<file path="config.mk">
export PLATFORM = sky130hd
export DESIGN_NAME = nn_entry_ctrl
export DESIGN_NICKNAME = d
export VERILOG_FILES = /design/src/rtl/nn_entry_ctrl.sv
export SDC_FILE = /design/constraint.sdc
export NUM_CORES = 1
export LEC_CHECK = 0
export BUFFER_PORTS_ARGS = -buffer_cell sky130_fd_sc_hd__buf_2
export CAP_MARGIN = 20
export CORE_ASPECT_RATIO = 0.6
export CORE_MARGIN = 3
export CORE_UTILIZATION = 49
export CTS_CLUSTER_DIAMETER = 200
export DETAILED_ROUTE_END_ITERATION = 6
export PLACE_DENSITY = 0.78
export SYNTH_ARGS = -nofsm -noshare
export SYNTH_HDL_FRONTEND = slang
export SYNTH_SLANG_ARGS = --single-unit
</file>
<file path="constraint.sdc">
create_clock -name clk -period 1.9 [get_ports clk]
set_clock_uncertainty 0.05 [all_clocks]
set_input_delay 0.095 -clock clk [delete_from_list [all_inputs] [get_ports clk]]
set_output_delay 0.095 -clock clk [all_outputs]
set_load 0.005 [all_outputs]
</file>
<file path="src/rtl/nn_entry_ctrl.sv">
// nn_entry_ctrl: keypad feature entry, classifier launch and result hold sequencer
module nn_entry_ctrl #(
    parameter int FEAT_W     = 4,
    parameter int CLASS_W    = 4,
    parameter int NN_LATENCY = 4
) (
    input  logic               clk,
    input  logic               rst_n,
    input  logic               key_valid,
    input  logic [1:0]         key_cmd,
    input  logic [FEAT_W-1:0]  key_data,
    output logic               key_ready,
    output logic [FEAT_W-1:0]  sl,
    output logic [FEAT_W-1:0]  sw,
    output logic [FEAT_W-1:0]  pl,
    output logic [FEAT_W-1:0]  pw,
    output logic [1:0]         field,
    output logic               nn_start,
    input  logic [CLASS_W-1:0] nn_species,
    output logic [CLASS_W-1:0] species,
    output logic               result_valid,
    output logic               busy
);
    typedef enum logic [1:0] {ENTRY, FULL, RUN, DONE} state_t;
    localparam logic [1:0] CMD_DIGIT = 2'd0;
    localparam logic [1:0] CMD_BS    = 2'd1;
    localparam logic [1:0] CMD_CLR   = 2'd2;
    localparam logic [1:0] CMD_ENT   = 2'd3;
    state_t             state_q, state_d;
    logic [FEAT_W-1:0]  feat_q [4];
    logic [FEAT_W-1:0]  feat_d [4];
    logic [1:0]         field_q, field_d;
    logic [CLASS_W-1:0] species_q, species_d;
    logic               rv_q, rv_d;
    logic               nn_start_q, nn_start_d;
    logic               busy_q, busy_d;
    logic [7:0]         cnt_q, cnt_d;
    logic               acc;
    logic               launch;
    assign key_ready    = (state_q != RUN);
    assign acc          = key_valid && key_ready;
    assign sl           = feat_q[0];
    assign sw           = feat_q[1];
    assign pl           = feat_q[2];
    assign pw           = feat_q[3];
    assign field        = field_q;
    assign nn_start     = nn_start_q;
    assign species      = species_q;
    assign result_valid = rv_q;
    assign busy         = busy_q;
    // Next-state logic: key handling per state, run countdown and result capture
    always_comb begin
        state_d    = state_q;
        feat_d     = feat_q;
        field_d    = field_q;
        species_d  = species_q;
        rv_d       = rv_q;
        nn_start_d = 1'b0;
        busy_d     = busy_q;
        cnt_d      = cnt_q;
        launch     = 1'b0;
        if (acc && key_cmd == CMD_CLR) begin
            for (int i = 0; i < 4; i++) feat_d[i] = '0;
            field_d = 2'd0;
            rv_d    = 1'b0;
            state_d = ENTRY;
        end else begin
            case (state_q)
                ENTRY: begin
                    if (acc && key_cmd == CMD_DIGIT) begin
                        feat_d[field_q] = key_data;
                        field_d         = field_q + 2'd1;
                        state_d         = (field_q == 2'd3) ? FULL : ENTRY;
                    end else if (acc && key_cmd == CMD_BS && field_q != 2'd0) begin
                        feat_d[field_q - 2'd1] = '0;
                        field_d                = field_q - 2'd1;
                    end
                end
                FULL: begin
                    if (acc && key_cmd == CMD_BS) begin
                        feat_d[3] = '0;
                        field_d   = 2'd3;
                        state_d   = ENTRY;
                    end else if (acc && key_cmd == CMD_ENT) begin
                        launch = 1'b1;
                    end
                end
                RUN: begin
                    if (cnt_q == 8'd1) begin
                        species_d = nn_species;
                        rv_d      = 1'b1;
                        busy_d    = 1'b0;
                        state_d   = DONE;
                    end else begin
                        cnt_d = cnt_q - 8'd1;
                    end
                end
                default: begin
                    if (acc && key_cmd == CMD_DIGIT) begin
                        rv_d    = 1'b0;
                        feat_d  = '{key_data, '0, '0, '0};
                        field_d = 2'd1;
                        state_d = ENTRY;
                    end else if (acc && key_cmd == CMD_ENT) begin
                        launch = 1'b1;
                    end
                end
            endcase
        end
        if (launch) begin
            rv_d       = 1'b0;
            nn_start_d = 1'b1;
            busy_d     = 1'b1;
            cnt_d      = 8'(NN_LATENCY);
            state_d    = RUN;
        end
    end
    // State and output registers with asynchronous reset
    always_ff @(posedge clk or negedge rst_n) begin
        if (!rst_n) begin
            state_q    <= ENTRY;
            for (int i = 0; i < 4; i++) feat_q[i] <= '0;
            field_q    <= 2'd0;
            species_q  <= '0;
            rv_q       <= 1'b0;
            nn_start_q <= 1'b0;
            busy_q     <= 1'b0;
            cnt_q      <= 8'd0;
        end else begin
            state_q    <= state_d;
            feat_q     <= feat_d;
            field_q    <= field_d;
            species_q  <= species_d;
            rv_q       <= rv_d;
            nn_start_q <= nn_start_d;
            busy_q     <= busy_d;
            cnt_q      <= cnt_d;
        end
    end
endmodule

</file>
# --- Word level (Yosys, flattened, before mapping) ---
# Cells that the tools add are included.
# Widths: inputs -> output; s select.
totals:
  regBits: 35
  input_bits: 13
  out_inout_bits: 26
  elab_cells: 114
classes:
  add_sub_neg: 3
  magnitude_cmp: 4
  eq_ne: 18
  n_mux: 45
  bitwise: 5
  n_reduce_logical: 28
ops:
  columns: ["operator", "n"]
  rows:
  - ["$mux 16", 4]
  - ["$mux 8", 4]
  - ["$pmux 12 s2", 1]
  - ["$mux 2", 11]
  - ["$and 16x16->16", 1]
  - ["$bwmux 16", 1]
  - ["$demux 4 s2", 2]
  - ["$ne 4x4->1 const B", 4]
  - ["$not 16->16", 1]
  - ["$reduce_and 3->1", 5]
  - ["$mux 1", 14]
  - ["$mux 4", 3]
  - ["$pmux 2 s3", 2]
  - ["$pmux 4 s3", 1]
  - ["$eq 2x2->1 const B", 4]
  - ["$eq 8x1->1 const B", 1]
  - ["$logic_and 1x1->1", 8]
  - ["$ne 2x2->1 const B", 4]
  - ["$reduce_and 4->1", 2]
  - ["$reduce_bool 4->1", 2]
  - ["$sub 8x1->8 const B", 1]
  - ["$ge 3x3->1 const B", 2]
  - ["$lt 3x1->1 const B", 2]
  - ["$not 2->3", 2]
  - ["13 further kinds", 21]

# --- Depth between registers and ports, before layout ---
depth:
  depth_word: 12
  ltp_mapped: 9
  ltp_nobuf: 7

# --- Least setup slack after synthesis ---
# No wires, ideal clock.
synth_timing:
  path_kind: "register to register"
  start: "register state_q[0]"
  end: "register cnt_q[5]"
  setup_time_ns: 0.119
  t_arrival_ns: 1.767
  t_required_ns: 1.731
  setup_slack_ns: -0.036
  stages_incl_launch_ff: 10
  path_buffers: 2
  synth_period_minus_slack_ns: 1.936
  cell_sequence: "dfrtp_1 -> inv_1 -> ha_1 -> clkbuf_8 -> nand2b_1 -> or2_1 -> clkbuf_2 -> inv_1 -> mux2i_1 -> a21o_2"
synth_via:
  elab_chain_cells: 9
  elab_cells_between_ends: 20
  cone_classes: "eq/ne (5); mux (6); reduce/logical (9)"
synth_lines:
  columns: ["element", "line_no", "rtl"]
  rows:
  - ["from (decl)", "29", "state_t state_q, state_d;"]
  - ["from (signal assigned)", "130", "state_q <= state_d;"]
  - ["$ne 2x2->1", "40", "assign key_ready = (state_q != RUN);"]
  - ["$logic_and 1x1->1", "41", "assign acc = key_valid && key_ready;"]
  - ["$logic_and 1x1->1", "84, 104", null]
  - ["$mux 1", "84, 104", null]
  - ["$mux 1, on equally long branches", "99, 80", null]
  - ["$pmux 1 s2", "68", "case (state_q)"]
  - ["$mux 1", "62", "if (acc && key_cmd == CMD_CLR) begin"]
  - ["$ne 2x2->1 (no source line) or $reduce_bool 2->1 (tied branches)", null, null]
  - ["$reduce_and 3->1 (no source line)", null, null]
  - ["to (signal assigned)", "137", "cnt_q <= cnt_d;"]
  - ["to (decl)", "37", "logic [7:0] cnt_q, cnt_d;"]
# Several ways; a longest one is shown, not always the timed one.
# A chain may end at the register's enable or synchronous reset.

# --- Worst setup path in the final report ---
layout_timing:
  start: "register cnt_q[1]"
  end: "register cnt_q[5]"
layout_via:
  elab_chain_cells: 5
  elab_cells_between_ends: 8
  cone_classes: "add/sub (1); eq/ne (2); mux (4); reduce/logical (1)"
layout_lines:
  columns: ["element", "line_no", "rtl"]
  rows:
  - ["$sub 8x1->8", "95", "cnt_d = cnt_q - 8'd1;"]
  - ["$mux 8", "89", "if (cnt_q == 8'd1) begin"]
  - ["$mux 8", "68", null]
  - ["$mux 8", "62", null]
  - ["$mux 8", "110", "if (launch) begin"]
# Several ways; a longest one is shown, not always the timed one. The select of a mux whose other input is x is not followed.

==> results.toml <==
[floorplanning]
dieArea_um2 = 4960
initial_utilization_pct = 53.2
dieWidth_um = 89.0
die_h_um = 55.8
io_pins = 39
rows = 17
core_um2 = 3810

[route]
drt-total-wl_mm = 5.05
first_pass_iters = 4
vias = 1681
ant_nets = 0
drc_errors = 0
vias_per_cell = 5.62
routedWlPerCell_um = 16.9
drt_iter0_markers = 166

[yosys]
syn-num-nets = 211
yosys_warnings = 0
syn_area_per_cell_um2 = 10.8
yosys-top-cells-area = "dfrtp_1 (43%), ha_1 (6.8%), a22o_1 (6.1%)"
synth_flop_cell = "dfrtp_1"
synthArstFlopShare_pct = 100
synth_top_area_share_pct = 43.3
synth_most_common_cell = "dfrtp_1"
syn_inst = 187
syn-cell-area_um2 = 2020
ys_seq_elements = 35
netlist_top_cells_count = "dfrtp_1 (35), inv_1 (15), a22o_1 (14), o21ai_0 (12), ha_1 (11)"
synth_edf_count = 0
synth_top_area_cell = "dfrtp_1"
synth_cell_type_count = 50
ys_seq_area_share_pct = 43.3

[critical_path]
cp_num_buf_inv = 2
start_kind = "register"
slowest_stage = "or4b_4"
r2r-start = "cnt_q[1]$_DFFE_PN0P_"
crit_family = "simple AND/OR/NAND/NOR gates"
path_class = "reg2reg"
cp.required_ns = 2.09
critPathArrivalTime_ns = 2.05
worstSetupEndpointType = "register"
slowest_delay_ns = 0.50
startpoint = "cnt_q[1]$_DFFE_PN0P_"
cp_max_fo = 6
cp_cell_sequence = "inv_2 > ha_1 > or4b_4 > o21ai_4 > buf_6 > mux2i_1 > a21o_2"

[clock_network]
clk_latency_ns = 0.29
cts_tree = "done"
htree_levels = 2
clkTransAtPathRegs_ns = 0.07
cts-root-buf = "clkbuf_8"
cts.sinks = 35
cts_buffers = 5
cts_buffer_depth = 2

[hold_path]
worstHoldStart = "key_data[3]"
hold_class = "in2reg"

[sta]
min_period_ns = 1.87
finalSetupTns_ns = 0
slew_headroom_pct = 46.9
worst_pin_slew_ns = 0.797
hold_violations = 0
setup_viol = 0
rsz0062_at_grt = "yes"
whs_ns = 0.0566
fin_crit_sh_pct = 98.4
finalMaxSlewViolations = 0
maxClockFrequency_mhz = 535

[run]
max_cap_viol_count = 0

[layout]
final_util_pct = 68.7
area_growth_syn_to_layout_pct = 29.2
fin_area_um2 = 2620
finalNetCount = 275
drive_above_1_share_pct = 39.3
antennaDiodeCount = 0

[grt]
overflow = 0
grt_max_degree = 36
track_usage_pct = 22.3
antenna_found_initial = 0
grt_pass1_wl_mm = 8.34
grt_pass1_vias = 1656

[place]
place_area_um2 = 2360
gp_congestion = 0.859
post-dp-hpwl_mm = 3.70
portBuffers = 38

[pwr]
p_leak_uw = 0.00129
power_density_nw_per_um2 = 1410
peakVddDrop_uv = 762

[outcome]
status = "finished clean"
[timing repair]
item / in CTS / in global routing
resized for setup: 2 / 17
buffers inserted: 0 / 4
hold buffers: 5 / 0
gates cloned: 0 / 0
pin swaps: 2 / 4
endpoints found under the hold margin: 39 / 0
setup endpoints to repair: 6 / 31
[worst register-to-register path, cell delays in order (launching register included)]
cell,delay [ns]
dfrtp_1,0.39
inv_2,0.06
ha_1,0.12
or4b_4,0.50
o21ai_4,0.21
buf_6,0.14
mux2i_1,0.20
a21o_2,0.14
[cell families (layout without fill, tap and decap cells)]
group                      Yosys count  in the layout  synth area share (%)
and+or+nand+nor                     49             49                  16.4
AOI/OAI and AO/OA                   51             51                  18.9
xor gates and xnor gates             4              4                  1.73
buffers and inverters               23             88                  5.69
DFF                                 35             35                  43.3
adders and majority gates           11             11                  6.80
muxes                               14             14                  7.23
[cell usage in the layout, fill, tap and decap left out, types with 2 or more instances in the layout]
master,instances
o2bb2ai_1,3
or3b_4,2
nand2b_4,2
nor2_1,5
o21ai_0,10
o21ai_2,2
nand2_1,4
and2b_2,2
a21boi_0,2
nor3_1,5
nand2_2,2
and4_1,2
ha_1,9
a22o_1,14
nand3_1,6
o211ai_1,5
clkbuf_8,6
a21oi_1,3
mux2i_1,9
buf_2,38
nand4_1,3
nor3b_1,3
xor2_1,2
ha_2,2
inv_2,3
inv_1,12
dfrtp_1,35
a32o_1,2
buf_4,20
xnor2_1,2
or3_1,2
dlygate4sd3_1,5
buf_6,2
mux2_2,5
[flip-flops by register name, summed over array words and instances, names as in the netlist]
name,cells
busy,1
cnt_q,8
state_q,2
result_valid,1
field,2
species,4
sw,4
sl,4
pw,4
nn_start,1
pl,4
[report_power, final]
group	switching (uW)	internal (uW)	leakage [uW]
Combinational	932	897	0.000774
Sequential	160	991	0.000455
Clock	279	424	0.0000612
[metrics by stage]
| step | power (uW) | instances | setup WS (ns) |
|---|---|---|---|
| floorplan | 2190 | 187 | -0.0217 |
| global placement | 2760 | 282 | 0.0225 |
| detailed placement | 2820 | 282 | -0.0106 |
| CTS | 3540 | 295 | 0.00519 |
| global route | 3950 | 299 | -0.0268 |
| finish | 3680 | 299 | 0.0304 |
[final cells by class]
class	instances	area (um2)
inverters	15	56.3
clock inverters	2	35.0
well taps	47	58.8
clock buffers	6	82.6
fillers	275	1190
multi-input cells	129	1090
repair buffers	65	413
flip-flops and latches	35	876
[path summary, 6_finish.rpt]
check                                      endpoint  slack, ns  cells past startpoint
max                            cnt_q[5]$_DFFE_PN0P_       0.03                      7
min                               sl[3]$_DFFE_PN0P_       0.06                      2
max reg2reg                    cnt_q[5]$_DFFE_PN0P_       0.03                      7
min reg2reg                result_valid$_DFFE_PN0P_       0.45                      1
max in group asynchronous    species[2]$_DFFE_PN0P_       0.92                      2
min in group asynchronous         pw[0]$_DFFE_PN0P_       0.38                      2
[layer usage]
layer	vias up	wire length [um]	part of all wire (%)	GRT usage [%]
li1	812	-	-	-
met1	806	2510	50	34.3
met2	56	2090	41	28.3
met3	7	390	7.7	7.84
met4	0	65	1.3	7.64
met5	-	0	0	0
No activity file was read; power rests on OpenSTA's default activity.
